$ cat src/rtl/instr_fetch.sv
// Instruction-fetch stage: owns the PC, issues one word request at a time to
// instruction memory, and presents PC_4 / Instrucction / if_valid to IF/ID.
module instr_fetch #(
  parameter logic [31:0] RESET_PC = 32'h0000_0000
) (
  input  logic        clk,
  input  logic        rst_n,
  input  logic        stall,
  input  logic        branch_taken,
  input  logic [31:0] branch_target,
  input  logic        jump,
  input  logic [31:0] jump_target,
  output logic        imem_req,
  output logic [31:0] imem_addr,
  input  logic        imem_ready,
  input  logic        imem_rvalid,
  input  logic [31:0] imem_rdata,
  output logic [31:0] PC_4,
  output logic [31:0] Instrucction,
  output logic        if_valid
);

  typedef enum logic [1:0] {
    S_ISSUE,
    S_WAIT,
    S_FULL
  } state_t;

  state_t      state_q, state_d;
  logic [31:0] pc_q, pc_d;
  logic [31:0] fetch_pc_q, fetch_pc_d;
  logic        kill_q, kill_d;
  logic        skid_valid_q, skid_valid_d;
  logic [31:0] skid_instr_q, skid_instr_d;
  logic [31:0] skid_pc4_q, skid_pc4_d;
  logic [31:0] pc4_q, pc4_d;
  logic [31:0] instr_q, instr_d;
  logic        valid_q, valid_d;

  logic        redirect;
  logic [31:0] target;
  logic [31:0] fetch_pc4;
  logic        new_word;
  logic [31:0] new_instr;
  logic [31:0] new_pc4;

  assign redirect  = branch_taken | jump;
  assign target    = branch_taken ? branch_target : jump_target;
  assign fetch_pc4 = fetch_pc_q + 32'd4;

  // Gate with rst_n so no request is presented while reset is held.
  assign imem_req     = rst_n && (state_q == S_ISSUE);
  assign imem_addr    = pc_q;
  assign PC_4         = pc4_q;
  assign Instrucction = instr_q;
  assign if_valid     = valid_q;

  always_comb begin
    // NOTE: every signal assigned here gets a default first, so no path leaves
    // a value unassigned and no latch is inferred.
    state_d      = state_q;
    pc_d         = pc_q;
    fetch_pc_d   = fetch_pc_q;
    kill_d       = kill_q;
    skid_valid_d = skid_valid_q;
    skid_instr_d = skid_instr_q;
    skid_pc4_d   = skid_pc4_q;
    new_word     = 1'b0;
    new_instr    = 32'h0;
    new_pc4      = 32'h0;

    unique case (state_q)
      S_ISSUE: begin
        if (imem_ready) begin
          fetch_pc_d = pc_q;
          state_d    = S_WAIT;
          // Accepted request for the old pc is already in flight; discard it.
          if (redirect) kill_d = 1'b1;
        end
        if (redirect) pc_d = target;
      end
      S_WAIT: begin
        if (imem_rvalid) begin
          state_d = S_ISSUE;
          kill_d  = 1'b0;
          if (redirect) begin
            pc_d = target;
          end else if (!kill_q) begin
            pc_d = fetch_pc4;
            if (stall) begin
              skid_valid_d = 1'b1;
              skid_instr_d = imem_rdata;
              skid_pc4_d   = fetch_pc4;
              state_d      = S_FULL;
            end else begin
              new_word  = 1'b1;
              new_instr = imem_rdata;
              new_pc4   = fetch_pc4;
            end
          end
        end else if (redirect) begin
          kill_d = 1'b1;
          pc_d   = target;
        end
      end
      S_FULL: begin
        if (redirect) begin
          skid_valid_d = 1'b0;
          pc_d         = target;
          state_d      = S_ISSUE;
        end else if (!stall) begin
          new_word     = 1'b1;
          new_instr    = skid_instr_q;
          new_pc4      = skid_pc4_q;
          skid_valid_d = 1'b0;
          state_d      = S_ISSUE;
        end
      end
      default: state_d = S_ISSUE;
    endcase

    // Output slot: redirect bubbles (even under stall), stall holds, else load or bubble.
    pc4_d   = pc4_q;
    instr_d = instr_q;
    valid_d = valid_q;
    if (redirect) begin
      instr_d = 32'h0;
      valid_d = 1'b0;
    end else if (!stall) begin
      if (new_word) begin
        instr_d = new_instr;
        pc4_d   = new_pc4;
        valid_d = 1'b1;
      end else begin
        instr_d = 32'h0;
        valid_d = 1'b0;
      end
    end
  end

  // NOTE: sequential state uses non-blocking assignments so every register
  // samples the pre-edge values regardless of statement order.
  always_ff @(posedge clk or negedge rst_n) begin
    if (!rst_n) begin
      state_q      <= S_ISSUE;
      pc_q         <= RESET_PC;
      fetch_pc_q   <= RESET_PC;
      kill_q       <= 1'b0;
      skid_valid_q <= 1'b0;
      skid_instr_q <= 32'h0;
      skid_pc4_q   <= 32'h0;
      pc4_q        <= 32'h0;
      instr_q      <= 32'h0;
      valid_q      <= 1'b0;
    end else begin
      state_q      <= state_d;
      pc_q         <= pc_d;
      fetch_pc_q   <= fetch_pc_d;
      kill_q       <= kill_d;
      skid_valid_q <= skid_valid_d;
      skid_instr_q <= skid_instr_d;
      skid_pc4_q   <= skid_pc4_d;
      pc4_q        <= pc4_d;
      instr_q      <= instr_d;
      valid_q      <= valid_d;
    end
  end

endmodule

$ cat config.mk
export PLATFORM = sky130hd
export DESIGN_NAME = instr_fetch
export DESIGN_NICKNAME = d
export VERILOG_FILES = /design/src/rtl/instr_fetch.sv
export SDC_FILE = /design/constraint.sdc
export NUM_CORES = 1
export LEC_CHECK = 0
export ABC_AREA = 1
export ABC_CLOCK_PERIOD_IN_PS = 2800
export BUFFER_PORTS_ARGS = -buffer_cell sky130_fd_sc_hd__buf_4
export CAP_MARGIN = 20
export CELL_PAD_IN_SITES_DETAIL_PLACEMENT = 0
export CELL_PAD_IN_SITES_GLOBAL_PLACEMENT = 1
export CORE_ASPECT_RATIO = 1.5
export CORE_UTILIZATION = 44
export DETAILED_ROUTE_END_ITERATION = 10
export PLACE_DENSITY = 0.85
export SLEW_MARGIN = 30
export SYNTH_ARGS = -nofsm -noshare
export SYNTH_HDL_FRONTEND = slang
export SYNTH_SLANG_ARGS = --single-unit
$ cat constraint.sdc
create_clock -name clk -period 2.8 [get_ports clk]
set_clock_uncertainty 0.15 [all_clocks]
set_input_delay 0.28 -clock clk [delete_from_list [all_inputs] [get_ports clk]]
set_output_delay 0.28 -clock clk [all_outputs]
set_load 0.02 [all_outputs]
==> impl_summary.txt, run 1 <==
----------------------------------------------------
[Clock network]
  TritonCTS clock tree ... built
  Number of sinks on the clock net ... 196
  Number of buffers inserted during clock tree synthesis ... 17
  Max Root-Sink Buffers ... 2
  Clock insertion delay at the later pin of the skew report ... 0.44 ns
  Clock tree root driver cell ... clkbuf_16
  Number of gates resized after cts ... 0
  Worst-path clk slew ... 0.07 ns
  Buffers inserted during post-CTS setup optimization ... 0
  H-tree levels ... 4

[Synth]
  Combinational family with the most area after synthesis ... simple AND/OR/NAND/NOR gates
  Combined area of all synthesized cells ... 9290 um^2
  Yosys reg bits ... 196
  Fraction of synthesized area in multiplexers ... 0.969%
  Async set-or-reset flop fraction in the synthesized netlist ... 100%
  Count of flip-flops with a built-in enable after synthesis ... 0
  Total nets after synthesis ... 1206
  Library cell occupying the most area in the post-synthesis netlist ... dfrtp_1
  Simple-gate share of the synthesized area ... 19.6%
  Syn. warnings ... 0
  Most common cell in the netlist ... nand2_1
  Compound-cell area share of the yosys netlist ... 17.9%
  Proportion of netlist area held by the largest area contributor ... 52.8%
  Number of different library cells in the post-synthesis netlist ... 36
  Cells taking the most area after synthesis ... dfrtp_1, nand2_1, a21oi_1
  Post-synthesis sequential area ratio ... 52.8%
  Fraction of the mapped netlist area in adder cells ... 0.673%
  Xor-xnor portion of the synthesized cell area ... 1.32%
  Most common flop cell mapped by yosys ... dfrtp_1
  Syn avg cell area ... 8.46 um^2
  Commonest cells post-synth ... nand2_1, dfrtp_1, nor2_1, inv_1, a21oi_1
  Gate Count Post-Synth ... 1098

[STA]
  Least-Margin Pin Slew ... 0.699 ns
  Final hold violation count ... 0
  Fmax ... 0.445 GHz
  Final Setup Violations ... 0
  Total Negative Setup Slacks ... 0 ns
  Post-route clock period utilization ... 80.3%
  Final number of max-transition violations ... 0
  Worst slew margin relative to its limit ... 53.4%
  Unrepaired setup endpoints after global routing ... no
  Worst-case hold slack ... 0.0176 ns
  Time the worst path needs with I/O delays and setup ... 2.25 ns

[Cells and area]
  Final-layout fill cell count ... 1879
  Layout-stage area growth over the synthesis result ... 29.5%
  Layout cells sized above 1 ... 21.0%
  Antenna fix cells ... 0
  Final Net Count ... 1426

[Critical path]
  Highest fanout seen on the critical path ... 27
  Number of buffers and inverters on the critical path ... 4
  Max incr delay on CP ... 0.40 ns
  Critical Path RT ... 3.00 ns
  Worst Setup Path Type ... reg -> reg
  Crit path max-delay family ... buffers and inverters
  Most used cell, CP ... nand2_1
  Critical-path cell list ... inv_1 > ha_1 > nand2_1 > inv_1 > nand2_2 > nand2_1 > nand2_1 > inv_2 > buf_12 > nor2_1 > a21oi_1
  Reg-to-reg slack, setup ... 0.55 ns
  Worst-path cell with the longest stage delay ... dfrtp_1
  Worst setup EP type ... flop
  R2r worst-path depth ... 11
  RR Endpoint ... PC_4[14]$_DFFE_PN0P_
  Critical path arrival ... 2.45 ns
  Crit path launch type ... flop
  R2r startpoint ... state_q[1]$_DFFE_PN0P_

[Hold path]
  Cell depth of the worst min-delay path ... 5
  Origin of the worst min-delay path ... jump_target[4]
  Destination of the worst hold path ... imem_addr[4]$_DFFE_PN0P_
  Worst min-delay path category ... in -> reg

[Floorplanning]
  Count of boundary I/O pins ... 201
  Core area ... 20600 um^2
  Die area ... 21700 um^2
  Initial Util ... 45.2%
  Die width ... 121 um
  Overall die height ... 180 um
  Number of placement rows ... 64

[Route]
  Routed vias ... 8271
  Routed via count divided by cell count ... 5.19
  Total wire length after detailed routing ... 26.3 mm
  Post-DRT Antenna Nets ... 0
  Initial DRC count ... 495
  First-pass detailed-route iteration total ... 5
  Drt drc ... 0
  Per-cell routed wire length ... 16.5 um

[Placed design]
  Input/output buffers ... 200
  Final estimated routing congestion in global placement ... 0.854
  Post-detail-place hpwl ... 18.8 mm

[Power and ir drop]
  LEAKAGE ... 6.05 nW
  Worst-case vdd ir drop ... 0.000482 V
  Power per unit of standard cell area ... 809 nW/um^2

[GRT]
  Overall overflow remaining after global route ... 0
  Vias in the first global route ... 8112
  GRT Util Overall ... 25.1%
  Maximum number of pins on one net before global-route repair ... 119
  Wire length of the first global-routing pass ... 42.5 mm
  Initial antenna violation count ... 0

[Run]
  Total of max-cap violations ... 0

[Outcome]
  Result of the run ... completed

----------------------------------------------------
power by group:
group | switching (mW) | leakage, nW | total [mW] | internal [mW]
clock | 1.14 | 0.277 | 2.43 | 1.28
combinational | 1.80 | 3.33 | 2.99 | 1.19
sequential | 0.636 | 2.44 | 4.32 | 3.68
worst max-delay path by stage:
| stage | start | endpoint | slack [ns] | depth (start not counted) |
|---|---|---|---|---|
| after floorplan | state_q[0]$_DFFE_PN0P_ | imem_addr[6]$_DFFE_PN0P_ | 0.96 | 11 |
| after CTS | state_q[1]$_DFFE_PN0P_ | PC_4[14]$_DFFE_PN0P_ | 0.53 | 11 |
| final | state_q[1]$_DFFE_PN0P_ | PC_4[14]$_DFFE_PN0P_ | 0.55 | 11 |
| after global routing | state_q[1]$_DFFE_PN0P_ | PC_4[11]$_DFFE_PN0P_ | 0.34 | 11 |
| after detailed placement | state_q[0]$_DFFE_PN0P_ | imem_addr[2]$_DFFE_PN0P_ | 0.56 | 10 |
| after global placement | branch_taken | Instrucction[3]$_DFFE_PN0P_ | 0.59 | 7 |
worst reg2reg max path, stage by stage, from the launching register on:
cell     delay (ns)
dfrtp_1        0.40
inv_1          0.10
ha_1           0.22
nand2_1        0.07
inv_1          0.09
nand2_2        0.15
nand2_1        0.09
nand2_1        0.08
inv_2          0.36
buf_12         0.25
nor2_1         0.08
a21oi_1        0.14
sequential cells by signal, summed over array words and instances (netlist names):
signal        cells
skid_pc4_q       32
fetch_pc_q       32
if_valid          1
state_q           2
PC_4             32
Instrucction     32
imem_addr        32
kill_q            1
skid_instr_q     32
kinds of logic (layout without fill, tap and decap cells):
kind of cell	count (synthesis)	after routing
xor gates and xnor gates	14	14
AOI/OAI and AO/OA	273	273
and+or+nand+nor	451	451
adders and majority gates	5	5
muxes	8	8
buffers and inverters	151	384
DFF	196	196
routing by layer:
metal	vias up	global-route usage (%)	wire (um)	part of all wire, %
li1	4094	-	-	-
met2	209	42.0	13000	49
met3	35	3.52	1010	3.9
met1	3933	33.0	11700	44
met4	0	8.74	633	2.4
met5	-	0	0	0
per-stage QoR:
| step | instance area, um^2 | setup slack, ns | instances | total power, mW | util [%] |
|---|---|---|---|---|---|
| floorplan | 9290 | 0.958 | 1098 | 6.09 | - |
| global placement | 11100 | 0.593 | 1525 | 7.24 | 53.8 |
| detailed placement | 11100 | 0.556 | 1525 | 7.31 | 53.8 |
| CTS | 12000 | 0.528 | 1595 | 9.81 | 58.5 |
| global route | 12000 | 0.344 | 1595 | 10.4 | 58.5 |
| finish | 12000 | 0.551 | 1595 | 9.74 | 58.5 |
repair_timing:
action / in CTS / in global routing
hold buffers: 38 / 0
endpoints found under the hold margin: 90 / 0
endpoints found under the setup margin: 0 / 0
cells in the final DEF (no fill, tap or decap), types with 2 or more instances in the layout:
cell	instances
inv_6	4
o22ai_1	49
nor2_2	2
xnor2_1	4
clkinv_4	2
nand3b_1	4
dlygate4sd3_1	38
mux2_2	8
a21oi_1	81
nand2_1	294
inv_2	9
buf_4	213
a31oi_1	11
o21a_1	2
inv_8	3
nand4_1	4
dfrtp_1	196
clkbuf_16	17
a22o_1	39
nor3_1	4
o21bai_1	7
ha_1	5
o21ai_1	2
a22oi_1	20
buf_12	5
nand3_1	28
inv_1	85
clkbuf_8	2
nor2_1	103
nor2_4	4
clkinvlp_4	3
xor2_1	10
nand2_2	4
o21ai_0	60
cell type report:
type	count	area [um^2]	area share [%]
Clock inverter	13	139	1.15
Timing Repair Buffer	257	2090	17.4
Inverter	95	357	2.96
Multi-Input combinational cell	751	3770	31.3
Clock buffer	19	443	3.68
Tap cell	264	330	2.74
Sequential cell	196	4900	40.7
Note: power is estimated with default switching activity, not from simulation.
==> run 2, diff against run 1 <==
--- a/config.mk
+++ b/config.mk
@@ -6,15 +6,15 @@
 export NUM_CORES = 1
 export LEC_CHECK = 0
 export ABC_AREA = 1
-export ABC_CLOCK_PERIOD_IN_PS = 2800
+export ABC_CLOCK_PERIOD_IN_PS = 2200
 export BUFFER_PORTS_ARGS = -buffer_cell sky130_fd_sc_hd__buf_4
 export CAP_MARGIN = 20
 export CELL_PAD_IN_SITES_DETAIL_PLACEMENT = 0
 export CELL_PAD_IN_SITES_GLOBAL_PLACEMENT = 1
 export CORE_ASPECT_RATIO = 1.5
-export CORE_UTILIZATION = 44
+export CORE_UTILIZATION = 40
 export DETAILED_ROUTE_END_ITERATION = 10
-export PLACE_DENSITY = 0.85
+export PLACE_DENSITY = 0.78
 export SLEW_MARGIN = 30
 export SYNTH_ARGS = -nofsm -noshare
 export SYNTH_HDL_FRONTEND = slang
==> constraint.sdc (replaced) <==
create_clock -name clk -period 2.2 [get_ports clk]
set_clock_uncertainty 0.15 [all_clocks]
set_input_delay 0.22 -clock clk [delete_from_list [all_inputs] [get_ports clk]]
set_output_delay 0.22 -clock clk [all_outputs]
set_load 0.02 [all_outputs]
==> impl_summary.txt, run 2 (same netlist as run 1, synthesis figures left out) <==
----------------------------------------------------
[Placed design]
  Total cell area at the placement stage ... 11300 um^2
  Cell count after placement ... 1559
  Final estimated routing congestion in global placement ... 0.879
  Worst slack, placed ... 0.133 ns
  Post-detail-place hpwl ... 19.7 mm
  Input/output buffers ... 200

[Hold path]
  Destination of the worst hold path ... imem_addr[28]$_DFFE_PN0P_
  Cell depth of the worst min-delay path ... 5
  Origin of the worst min-delay path ... jump_target[28]
  Worst min-delay path category ... in -> reg

[Power and ir drop]
  Worst-case vdd ir drop ... 0.000615 V
  Total power draw ... 12.4 mW
  Power per unit of standard cell area ... 993 nW/um^2
  LEAKAGE ... 6.26 nW

[Clock network]
  Clock insertion delay at the later pin of the skew report ... 0.44 ns
  Worst-path clk slew ... 0.08 ns
  TritonCTS clock tree ... built
  Clock tree root driver cell ... clkbuf_16
  Max Root-Sink Buffers ... 2
  H-tree levels ... 4
  Number of buffers inserted during clock tree synthesis ... 17
  Buffers inserted during post-CTS setup optimization ... 0
  Number of sinks on the clock net ... 196

[STA]
  Worst slew margin relative to its limit ... 53.8%
  Post-route clock period utilization ... 90.5%
  Final number of max-transition violations ... 0
  Worst-case hold slack ... 0.0248 ns
  Final hold violation count ... 0
  Total Negative Setup Slacks ... 0 ns
  Unrepaired setup endpoints after global routing ... no
  Least-Margin Pin Slew ... 0.694 ns
  Least setup slack across all paths after layout ... 0.208 ns
  Time the worst path needs with I/O delays and setup ... 1.99 ns
  Fmax ... 0.502 GHz
  Final Setup Violations ... 0

[Route]
  Drt drc ... 0
  Initial DRC count ... 506
  Routed vias ... 8522
  Total wire length after detailed routing ... 27.9 mm
  First-pass detailed-route iteration total ... 5
  Per-cell routed wire length ... 16.8 um
  Routed via count divided by cell count ... 5.13
  Post-DRT Antenna Nets ... 0

[Critical path]
  Critical-path cell list ... ha_1 > nand2_1 > nor2_2 > nand3b_1 > xnor2_1 > buf_4 > nand2_1 > a21oi_1
  Reg-to-reg slack, setup ... 0.21 ns
  R2r startpoint ... fetch_pc_q[3]$_DFFE_PN0P_
  Critical path arrival ... 2.21 ns
  Worst Setup Path Type ... reg -> reg
  Worst-path cell with the longest stage delay ... dfrtp_1
  Max incr delay on CP ... 0.39 ns
  Critical Path RT ... 2.42 ns
  Highest fanout seen on the critical path ... 4
  RR Endpoint ... PC_4[12]$_DFFE_PN0P_
  Crit path launch type ... flop
  R2r worst-path depth ... 8
  Crit path max-delay family ... simple AND/OR/NAND/NOR gates
  Number of buffers and inverters on the critical path ... 1
  Most used cell, CP ... nand2_1
  Worst setup EP type ... flop

[Floorplanning]
  Core area ... 22900 um^2
  Initial Util ... 40.6%
  Die width ... 126 um
  Number of placement rows ... 68
  Overall die height ... 189 um
  Die area ... 23900 um^2
  Count of boundary I/O pins ... 201

[Cells and area]
  Antenna fix cells ... 0
  Layout cells sized above 1 ... 21.6%
  Layout-stage area growth over the synthesis result ... 34.5%
  Most used cells in the layout excluding fill and tap cells ... nand2_1, buf_4, dfrtp_1
  Area of the multi-input gates ... 3770 um^2
  Most common cell after layout, fill and taps aside ... nand2_1
  Fin area ... 12500 um^2
  Share of the core filled with cells in the final layout ... 54.6%
  Layout Cells excl Fill ... 1660
  Area taken by flip-flops and latches ... 4900 um^2
  Final-layout fill cell count ... 2110
  Final Net Count ... 1475

[Run]
  Total of max-cap violations ... 0

[GRT]
  Vias in the first global route ... 8329
  Maximum number of pins on one net before global-route repair ... 117
  Initial antenna violation count ... 0
  Overall overflow remaining after global route ... 0
  GRT Util Overall ... 23.9%
  Wire length of the first global-routing pass ... 44.4 mm

[Outcome]
  Result of the run ... completed

----------------------------------------------------
==> run 2: worst max path at each step <==
stage | end | cells after the start | startpoint
2_1_floorplan | imem_addr[6]$_DFFE_PN0P_ | 11 | state_q[0]$_DFFE_PN0P_
3_3_place_gp | PC_4[12]$_DFFE_PN0P_ | 8 | fetch_pc_q[3]$_DFFE_PN0P_
3_5_place_dp | PC_4[0]$_DFFE_PN0P_ | 11 | state_q[1]$_DFFE_PN0P_
4_1_cts | PC_4[3]$_DFFE_PN0P_ | 11 | state_q[1]$_DFFE_PN0P_
5_1_grt | PC_4[14]$_DFFE_PN0P_ | 11 | state_q[1]$_DFFE_PN0P_
6_report | PC_4[12]$_DFFE_PN0P_ | 8 | fetch_pc_q[3]$_DFFE_PN0P_
==> run 2: timing repair <==
action                                 4_1_cts  5_1_grt
setup endpoints to repair                    0       48
hold buffers                                68        0
endpoints found under the hold margin      162        0
resized for setup                            0        2
==> run 2: metal layers <==
metal / vias to the layer above / wire length (um) / track usage (%)
met2: 229 / 14500 / 41.7
li1: 4190 / - / -
met3: 26 / 1010 / 3.58
met4: 0 / 386 / 7.60
met5: - / 0 / 0
met1: 4077 / 12000 / 30.3
==> run 2: cell type report <==
type / count / share of cell area [%]
multi-input combinational: 751 / 30.2
clock inverter: 12 / 0.781
inverter: 95 / 2.87
timing repair buffer: 306 / 20.6
clock buffer: 20 / 3.49
sequential: 196 / 39.2
tap: 280 / 2.80
==> run 2: worst min-delay path, stage by stage <==
cell,delay (ns)
buf_4,0.08
a22oi_1,0.05
nand2_1,0.05
a21oi_1,0.03
a21oi_1,0.13
==> run 2: where the power goes <==
group	internal, mW	total (mW)	leakage (nW)	switching (mW)
combinational	1.67	4.01	3.56	2.34
clock	1.47	2.90	0.258	1.43
sequential	4.69	5.51	2.44	0.818
total	7.83	12.4	6.26	4.59
==> run 3, diff against run 2 <==
--- a/config.mk
+++ b/config.mk
@@ -5,14 +5,13 @@
 export SDC_FILE = /design/constraint.sdc
 export NUM_CORES = 1
 export LEC_CHECK = 0
-export ABC_AREA = 1
 export ABC_CLOCK_PERIOD_IN_PS = 2200
 export BUFFER_PORTS_ARGS = -buffer_cell sky130_fd_sc_hd__buf_4
 export CAP_MARGIN = 20
 export CELL_PAD_IN_SITES_DETAIL_PLACEMENT = 0
 export CELL_PAD_IN_SITES_GLOBAL_PLACEMENT = 1
 export CORE_ASPECT_RATIO = 1.5
-export CORE_UTILIZATION = 40
+export CORE_UTILIZATION = 41
 export DETAILED_ROUTE_END_ITERATION = 10
 export PLACE_DENSITY = 0.78
 export SLEW_MARGIN = 30
==> impl_summary.txt, run 3 <==
----------------------------------------------------
[Outcome]
  Result of the run ... completed

[Synth]
  Simple-gate share of the synthesized area ... 15.2%
  Xor-xnor portion of the synthesized cell area ... 2.78%
  Total nets after synthesis ... 997
  Post-synthesis sequential area ratio ... 55.6%
  Proportion of netlist area held by the largest area contributor ... 55.6%
  Most common flop cell mapped by yosys ... dfrtp_1
  Async set-or-reset flop fraction in the synthesized netlist ... 100%
  Commonest cells post-synth ... nand2_1, dfrtp_1, o21ai_0, a22oi_1, clkbuf_1
  Yosys reg bits ... 196
  Most common cell in the netlist ... nand2_1
  Count of flip-flops with a built-in enable after synthesis ... 0
  Fraction of synthesized area in multiplexers ... 4.57%
  Number of different library cells in the post-synthesis netlist ... 49
  Compound-cell area share of the yosys netlist ... 18.1%
  Gate Count Post-Synth ... 889
  Cells taking the most area after synthesis ... dfrtp_1, nand2_1, o21ai_0
  Fraction of the mapped netlist area in adder cells ... 0.709%
  Syn. warnings ... 0
  Syn avg cell area ... 9.92 um^2
  Library cell occupying the most area in the post-synthesis netlist ... dfrtp_1
  Combined area of all synthesized cells ... 8820 um^2
  Combinational family with the most area after synthesis ... compound AO/OA/AOI/OAI gates

[Cells and area]
  Antenna fix cells ... 0
  Area of the multi-input gates ... 3700 um^2
  Area taken by flip-flops and latches ... 4900 um^2
  Most common cell after layout, fill and taps aside ... buf_4
  Most used cells in the layout excluding fill and tap cells ... buf_4, nand2_1, dfrtp_1
  Final-layout fill cell count ... 1881
  Layout-stage area growth over the synthesis result ... 37.8%
  Share of the core filled with cells in the final layout ... 57.7%
  Layout cells sized above 1 ... 28.3%
  Final Net Count ... 1264

[Route]
  Routed vias ... 7769
  Per-cell routed wire length ... 18.3 um
  Routed via count divided by cell count ... 5.41
  Drt drc ... 0
  First-pass detailed-route iteration total ... 4
  Total wire length after detailed routing ... 26.3 mm
  Initial DRC count ... 517
  Post-DRT Antenna Nets ... 0

[Power and ir drop]
  Total power draw ... 13.3 mW
  Power per unit of standard cell area ... 1100 nW/um^2
  Worst-case vdd ir drop ... 0.000554 V
  LEAKAGE ... 5.64 nW

[Run]
  Total of max-cap violations ... 0

[GRT]
  Overall overflow remaining after global route ... 0
  Maximum number of pins on one net before global-route repair ... 116
  Vias in the first global route ... 7958
  Wire length of the first global-routing pass ... 42.1 mm
  Initial antenna violation count ... 0
  GRT Util Overall ... 24.6%

[Floorplanning]
  Overall die height ... 182 um
  Initial Util ... 41.9%
  Core area ... 21100 um^2
  Die width ... 122 um
  Count of boundary I/O pins ... 201
  Die area ... 22100 um^2
  Number of placement rows ... 65

[Critical path]
  Crit path launch type ... flop
  Critical path arrival ... 2.24 ns
  R2r startpoint ... fetch_pc_q[4]$_DFFE_PN0P_
  Worst setup EP type ... flop
  Critical Path RT ... 2.37 ns
  Max incr delay on CP ... 0.45 ns
  Worst Setup Path Type ... reg -> reg
  Crit path max-delay family ... simple AND/OR/NAND/NOR gates
  Highest fanout seen on the critical path ... 9
  Critical-path cell list ... nand3_1 > nor4_4 > buf_4 > nand4_1 > xor2_1 > a222oi_1
  Worst-path cell with the longest stage delay ... dfrtp_1
  R2r worst-path depth ... 6
  Number of buffers and inverters on the critical path ... 1
  RR Endpoint ... PC_4[31]$_DFFE_PN0P_
  Reg-to-reg slack, setup ... 0.12 ns

[STA]
  Total Negative Setup Slacks ... 0 ns
  Post-route clock period utilization ... 94.4%
  Time the worst path needs with I/O delays and setup ... 2.08 ns
  Final hold violation count ... 0
  Least-Margin Pin Slew ... 0.653 ns
  Final number of max-transition violations ... 0
  Final Setup Violations ... 0
  Fmax ... 0.482 GHz
  Worst slew margin relative to its limit ... 56.5%

[Clock network]
  Number of sinks on the clock net ... 196
  TritonCTS clock tree ... built
  Clock insertion delay at the later pin of the skew report ... 0.43 ns
  Clock tree root driver cell ... clkbuf_16
  Number of buffers inserted during clock tree synthesis ... 17
  Max Root-Sink Buffers ... 2
  H-tree levels ... 4
  Worst-path clk slew ... 0.07 ns

[Hold path]
  Destination of the worst hold path ... imem_addr[28]$_DFFE_PN0P_
  Worst min-delay path category ... in -> reg
  Origin of the worst min-delay path ... jump_target[28]
  Cell depth of the worst min-delay path ... 5

[Placed design]
  Input/output buffers ... 200
  Final estimated routing congestion in global placement ... 0.821
  Post-detail-place hpwl ... 17.7 mm

----------------------------------------------------
[run 3: what timing repair did]
item / in CTS / in global routing
setup endpoints to repair: 0 / 23
gates resized for setup: 0 / 5
setup buffers: 0 / 3
hold buffers: 59 / 0
hold endpoints to repair: 274 / 0
[run 3: routing by layer]
metal / track usage (%) / up-vias / part of all wire, % / wire length [um]
met5: 0 / - / 0 / 0
met4: 8.20 / 0 / 2.3 / 617
met3: 3.58 / 43 / 3.8 / 996
met2: 43.3 / 229 / 52 / 13800
met1: 30.5 / 3821 / 41 / 10900
li1: - / 3676 / - / -
[run 3: kinds of logic (layout without fill, tap and decap cells)]
| kind of cell | after synthesis | count (layout) |
|---|---|---|
| XOR/XNOR | 28 | 28 |
| buffers and inverters | 68 | 348 |
| AO/OA/AOI/OAI | 254 | 254 |
| adder cells (fa/ha/maj) | 5 | 5 |
| multiplexers | 36 | 36 |
| flip-flops | 196 | 196 |
| AND/OR/NAND/NOR | 302 | 302 |
[run 3: worst min-delay path, delay by kind of cell]
family	cells	cell delay, ns
and+or+nand+nor	1	0.10
buffers and inverters	1	0.08
AOI/OAI and AO/OA	3	0.17
[run 3: area by class of cell]
cell class	count	share of cell area, %
clock buffers	19	3.73
inverters	8	0.247
clock inverters	13	1.53
well taps	268	2.76
repair buffers	308	21.0
multi-input cells	625	30.4
flip-flops and latches	196	40.3
[run 3: power by group]
group,internal (mW),switching (mW),leakage [nW]
registers,4.82,1.01,2.54
clock network,1.90,1.46,0.312
logic,1.91,2.26,2.79
total,8.62,4.72,5.64
[run 3: metrics by stage]
stage | setup WS [ns] | area (um^2) | cells | hold slack (ns)
after detailed placement | 0.0958 | 10900 | 1343 | 0.206
after floorplan | 0.105 | 8820 | 889 | -0.226
after CTS | 0.0413 | 12100 | 1434 | 0.00447
after global placement | 0.147 | 10900 | 1343 | 0.201
final | 0.124 | 12200 | 1437 | 0.0236
after global routing | -0.0188 | 12200 | 1437 | 0.0415
[run 3: worst max-delay path by stage]
stage	endpoint	start	slack, ns	cells after the start
final	PC_4[31]$_DFFE_PN0P_	fetch_pc_q[4]$_DFFE_PN0P_	0.12	6
after global routing	PC_4[30]$_DFFE_PN0P_	fetch_pc_q[3]$_DFFE_PN0P_	-0.02	8
after CTS	imem_addr[16]$_DFFE_PN0P_	fetch_pc_q[3]$_DFFE_PN0P_	0.04	7
after detailed placement	PC_4[24]$_DFFE_PN0P_	fetch_pc_q[2]$_DFFE_PN0P_	0.1	7
after global placement	imem_addr[16]$_DFFE_PN0P_	fetch_pc_q[2]$_DFFE_PN0P_	0.15	7
after floorplan	PC_4[29]$_DFFE_PN0P_	state_q[1]$_DFFE_PN0P_	0.10	9
